### config.mk
export PLATFORM = sky130hd
export DESIGN_NAME = fifo_dedup_writer
export DESIGN_NICKNAME = d
export VERILOG_FILES = /design/src/rtl/fifo_dedup_pkg.sv /design/src/rtl/fifo_dedup_sat_counter.sv /design/src/rtl/fifo_dedup_writer.sv
export SDC_FILE = /design/constraint.sdc
export NUM_CORES = 1
export LEC_CHECK = 0
export CAP_MARGIN = 20
export CORE_UTILIZATION = 40
export CTS_CLUSTER_DIAMETER = 50
export DETAILED_ROUTE_END_ITERATION = 8
export PLACE_DENSITY_LB_ADDON = 0.05
export SYNTH_ARGS = -nofsm -noshare
export SYNTH_HDL_FRONTEND = slang
export SYNTH_SLANG_ARGS = --single-unit
### constraint.sdc
create_clock -name clk -period 2.4 [get_ports clk]
set_clock_uncertainty 0.05 [all_clocks]
set_input_delay 0.48 -clock clk [delete_from_list [all_inputs] [get_ports clk]]
set_output_delay 0.48 -clock clk [all_outputs]
set_load 0.005 [all_outputs]
### src/rtl/fifo_dedup_pkg.sv
// Shared definitions for the deduplicating FIFO writer: state encoding,
// parameter defaults and counter sizing.
package fifo_dedup_pkg;

    localparam int DEF_DATA_WIDTH    = 32;
    localparam int DEF_CHECK_TIMEOUT = 20;
    localparam int DROP_CNT_WIDTH    = 16;

    typedef enum logic [1:0] {
        ST_IDLE       = 2'd0,
        ST_CHECK_REQ  = 2'd1,
        ST_CHECK_WAIT = 2'd2,
        ST_WRITE      = 2'd3
    } state_t;

    // Bits needed to hold the values 0 .. n-1 (at least one bit).
    function automatic int cnt_width(input int n);
        return (n <= 2) ? 1 : $clog2(n);
    endfunction

endpackage

### src/rtl/fifo_dedup_sat_counter.sv
// Saturating up-counter with synchronous clear; holds at all-ones.
module sat_counter #(
    parameter int WIDTH = 16
) (
    input  logic             clk,
    input  logic             rst_n,
    input  logic             en_i,
    input  logic             clr_i,
    output logic [WIDTH-1:0] cnt_o
);

    logic [WIDTH-1:0] cnt_q;
    logic [WIDTH-1:0] cnt_d;

    always_comb begin
        cnt_d = cnt_q;
        if (clr_i) begin
            cnt_d = '0;
        end else if (en_i && (cnt_q != {WIDTH{1'b1}})) begin
            cnt_d = cnt_q + 1'b1;
        end
    end

    always_ff @(posedge clk or negedge rst_n) begin
        if (!rst_n) begin
            cnt_q <= '0;
        end else begin
            cnt_q <= cnt_d;
        end
    end

    assign cnt_o = cnt_q;

endmodule

### src/rtl/fifo_dedup_writer.sv
// Writes each accepted stream item into a FIFO unless a content search
// reports that the FIFO already holds it.
//
// state       | meaning
// ------------+-------------------------------------------------------
// IDLE        | ready for a new item
// CHECK_REQ   | one-cycle search request carrying the held item
// CHECK_WAIT  | waiting for the search result (first cycle is blanked)
// WRITE       | writing the held item, stalled while the FIFO is full
module fifo_dedup_writer
    import fifo_dedup_pkg::*;
#(
    parameter int DATA_WIDTH    = DEF_DATA_WIDTH,
    parameter int CHECK_TIMEOUT = DEF_CHECK_TIMEOUT
) (
    input  logic                      clk,
    input  logic                      rst,
    input  logic                      in_vld,
    input  logic [DATA_WIDTH-1:0]     in_dat,
    output logic                      in_rdy,
    output logic                      fifo_wren,
    output logic [DATA_WIDTH-1:0]     fifo_wdat,
    input  logic                      fifo_full,
    input  logic                      fifo_empty,
    output logic                      fifo_check_req,
    output logic [DATA_WIDTH-1:0]     fifo_check_dat,
    input  logic                      fifo_check_res,
    input  logic                      fifo_check_vld,
    output logic                      wr_pulse,
    output logic                      drop_pulse,
    output logic                      timeout_pulse,
    output logic [DROP_CNT_WIDTH-1:0] drop_cnt,
    output logic                      busy
);

    localparam int            TW        = cnt_width(CHECK_TIMEOUT);
    localparam logic [TW-1:0] WAIT_LAST = TW'(CHECK_TIMEOUT - 1);

    state_t                  state_q;
    logic [DATA_WIDTH-1:0]   item_q;
    logic [TW-1:0]           wait_cnt_q;
    logic                    drop_pulse_q;
    logic                    timeout_pulse_q;

    logic accept;
    logic in_check_wait;
    logic res_qual;
    logic dup_hit;
    logic wait_expired;

    // in_rdy is gated by rst so it is low throughout reset and high as soon as it lifts.
    assign in_rdy        = rst && (state_q == ST_IDLE);
    assign accept        = in_rdy && in_vld;
    assign in_check_wait = (state_q == ST_CHECK_WAIT);

    // wait_cnt_q == 0 marks the blanking cycle, where the search result is stale.
    assign res_qual      = in_check_wait && fifo_check_vld && (wait_cnt_q != '0);
    assign dup_hit       = res_qual && fifo_check_res;
    assign wait_expired  = in_check_wait && !res_qual && (wait_cnt_q == WAIT_LAST);

    assign fifo_wren      = (state_q == ST_WRITE) && !fifo_full;
    assign fifo_wdat      = fifo_wren ? item_q : '0;
    assign fifo_check_req = (state_q == ST_CHECK_REQ);
    assign fifo_check_dat = fifo_check_req ? item_q : '0;
    assign wr_pulse       = fifo_wren;
    assign drop_pulse     = drop_pulse_q;
    assign timeout_pulse  = timeout_pulse_q;
    assign busy           = (state_q != ST_IDLE);

    always_ff @(posedge clk or negedge rst) begin
        if (!rst) begin
            state_q         <= ST_IDLE;
            item_q          <= '0;
            wait_cnt_q      <= '0;
            drop_pulse_q    <= 1'b0;
            timeout_pulse_q <= 1'b0;
        end else begin
            drop_pulse_q    <= 1'b0;
            timeout_pulse_q <= 1'b0;
            case (state_q)
                ST_IDLE: begin
                    if (accept) begin
                        item_q  <= in_dat;
                        state_q <= fifo_empty ? ST_WRITE : ST_CHECK_REQ;
                    end
                end
                ST_CHECK_REQ: begin
                    wait_cnt_q <= '0;
                    state_q    <= ST_CHECK_WAIT;
                end
                ST_CHECK_WAIT: begin
                    if (res_qual) begin
                        if (fifo_check_res) begin
                            drop_pulse_q <= 1'b1;
                            state_q      <= ST_IDLE;
                        end else begin
                            state_q      <= ST_WRITE;
                        end
                    end else if (wait_expired) begin
                        timeout_pulse_q <= 1'b1;
                        state_q         <= ST_WRITE;
                    end else begin
                        wait_cnt_q <= wait_cnt_q + 1'b1;
                    end
                end
                ST_WRITE: begin
                    if (!fifo_full) begin
                        state_q <= ST_IDLE;
                    end
                end
                default: begin
                    state_q <= ST_IDLE;
                end
            endcase
        end
    end

    sat_counter #(
        .WIDTH (DROP_CNT_WIDTH)
    ) u_drop_cnt (
        .clk   (clk),
        .rst_n (rst),
        .en_i  (dup_hit),
        .clr_i (1'b0),
        .cnt_o (drop_cnt)
    );

endmodule

==> impl_metrics.tcl <==
set metrics [dict create \
    cts_tree "yes" \
    critPathKind "register to output port" \
    routedWlPerCell_microns 13.9 \
    synthArstFlopShare 1.00 \
    crit_chain "buf_4 -> inv_1 -> ha_1 -> and2_1 -> clkdlybuf4s50_1" \
    syn_nets 323 \
    drive_gt1_frac 0.180 \
    arrival_ns 1.85 \
    fp.dieH_microns 89.1 \
    cts_buffer_depth 2 \
    grt.total_usage 0.189 \
    hp-class "primary input to asynchronous set/reset pin" \
    rsz0062_at_grt "true" \
    numPortBuffers 125 \
    grt_max_degree 34 \
    ys_types 40 \
    ys_seq_area_frac 0.470 \
    vias_per_cell 4.71 \
    layout_common_cells "clkdlybuf4s50_1 (91), and2_1 (67), dfrtp_1 (57), mux2_2 (33), dlymetal6s2s_1 (32)" \
    htree_levels 3 \
    wirelength_microns 7230 \
    avgSynthCellArea_sq_um 11.0 \
    synth-seq-cells 57 \
    io_pins 126 \
    finalSetupTns_ns 0 \
    root_buffer "clkbuf_8" \
    status "finished clean" \
    ys.flop_type "dfrtp_1" \
    antenna_cells 0 \
    grt_overflow 0 \
    finalHoldViolCount 0 \
    slew_viol_final 0 \
    drc 0 \
    antenna_found_initial 0 \
    dp_cells 501 \
    grt_pass1_vias 2390 \
    p_leak_uw 0.00260 \
    yosys_warnings 0 \
    fin_nets 464 \
    tightest_slew_ns 0.460 \
    fin_crit_ns 2.38 \
    fin_cells 521 \
    critPathMaxFanout 4 \
    cap_violations 0 \
    dieArea_sq_um 7940 \
    final_antenna_net_count 0 \
    netlist_instances 276 \
    clk_latency_ns 0.33 \
    syn_to_final_growth_pct 58.3 \
    start_kind "register" \
    endpoint_kind "output port" \
    chipWidth_microns 89.1 \
    setup-violations-final 0 \
    core_region_area_sq_um 7290 \
    grt_first_pass_wirelength_microns 11300 \
    post_dp_cell_area_sq_um 4470 \
    cp_slowest_stage_delay_ns 0.53 \
    fmax_mhz 421 \
    clk_pin_slew_worst_paths_ns 0.07 \
    power_density_nw_per_um2 913 \
    num_vias 2452 \
    drtIter0Drc 119 \
    synth_edf_count 0 \
    slew_headroom 0.693 \
    gp_congestion 0.804 \
    row_count 31 \
    synth_area_sq_um 3040 \
    final_common_cell "clkdlybuf4s50_1" \
    dpl.hpwl_microns 5410 \
    numClockSinks 57 \
    post-route-period-util 0.990 \
    peakVddDrop_v 0.000509 \
    drtPass1Iterations 4 \
    cts_buffers 9 \
    finalInstanceArea_sq_um 4810 \
    crit_required_ns 1.87 \
    cp_slowest_cell "clkdlybuf4s50_1" \
    initial_core_util 0.416 \
]
==> kinds of logic after synthesis <==
logic type | after synthesis | synth area share
compound gates | 15 | 0.0330
xor+xnor | 14 | 0.0404
fa+ha+maj | 8 | 0.0330
buf+inv | 21 | 0.0326
flops | 57 | 0.470
mux | 37 | 0.136
simple gates | 124 | 0.255
==> power by group <==
| group | leakage, uW | total (uW) | switching (uW) | internal, uW |
|---|---|---|---|---|
| Sequential | 0.000724 | 1520 | 223 | 1290 |
| Clock | 0.000102 | 866 | 366 | 499 |
| Combinational | 0.00177 | 2010 | 743 | 1270 |
| Total | 0.00260 | 4390 | 1330 | 3060 |
==> final cells by class <==
class,instances,area [sq um]
Fill cell,623,2480
Multi-Input combinational cell,198,1530
Timing Repair Buffer,144,1500
Sequential cell,57,1430
Clock buffer,10,138
Tap cell,99,124
Clock inverter,6,57.6
Inverter,7,26.3
==> cells in the mapped netlist, types with 2 or more instances <==
library cell | count | area share
and2_1 | 67 | 0.14
dfrtp_1 | 57 | 0.47
mux2_2 | 33 | 0.12
nand2_1 | 12 | 0.015
xnor2_1 | 9 | 0.026
ha_1 | 8 | 0.033
nand4_1 | 8 | 0.016
clkbuf_1 | 7 | 0.0087
inv_1 | 7 | 0.0087
nand3_1 | 7 | 0.012
and3_1 | 5 | 0.010
o21ai_0 | 5 | 0.0082
xor2_1 | 5 | 0.014
nor2_1 | 4 | 0.0049
and4_1 | 3 | 0.0087
buf_1 | 3 | 0.0037
mux2i_1 | 3 | 0.0099
nand2b_1 | 3 | 0.0062
nor2b_1 | 3 | 0.0062
a21boi_0 | 2 | 0.0049
a21oi_1 | 2 | 0.0033
a22o_1 | 2 | 0.0058
buf_6 | 2 | 0.0074
nand4bb_1 | 2 | 0.0074
nor3_1 | 2 | 0.0033
==> registers in the layout (all words and copies together) (netlist names) <==
signal	cells
drop_pulse	1
item_q	32
state_q	2
timeout_pulse	1
u_drop_cnt.cnt_o	16
wait_cnt_q	5
==> timing repair <==
action	4_1_cts	5_1_grt
pin swaps	0	0
hold buffers	1	0
buffers inserted	1	2
endpoints found under the hold margin	3	0
resized for setup	5	35
endpoints found under the setup margin	64	66
==> metrics by stage <==
stage	setup slack (ns)	hold WS [ns]	utilization	total power (uW)
2_1_floorplan	0.523	0.134	-	2440
4_1_cts	-0.0491	0.140	0.645	4440
6_report	0.0248	0.147	0.659	4390
3_5_place_dp	-0.0920	0.266	0.614	3510
3_3_place_gp	-0.0416	0.266	0.614	3450
5_1_grt	-0.0879	0.164	0.659	4720
==> metal layers <==
metal,wire length [microns],GRT usage
met1,3100,0.219
met2,3530,0.326
met3,574,0.0646
met4,29,0.0635
met5,0,0
==> worst max-delay path: cells and delay by family (launching register included) <==
family                     cells  cell delay (ns)
adders and majority gates      1             0.20
buffers and inverters          3             0.80
DFF                            1             0.38
and+or+nand+nor                1             0.15
==> final timing paths <==
check / cells past startpoint / endpoint / startpoint / slack, ns
worst max-delay path: 5 / in_rdy / state_q[0] / 0.02
worst min-delay path: 2 / u_drop_cnt.cnt_o[14] / rst / 0.15
worst max register to register: 7 / state_q[1] / state_q[1] / 0.34
worst min register to register: 1 / u_drop_cnt.cnt_o[11] / u_drop_cnt.cnt_o[11] / 0.44
max in group asynchronous: 2 / wait_cnt_q[2] / rst / 1.62
min in group clk: 1 / u_drop_cnt.cnt_o[11] / u_drop_cnt.cnt_o[11] / 0.44
Power figures use the tool's default switching activity.
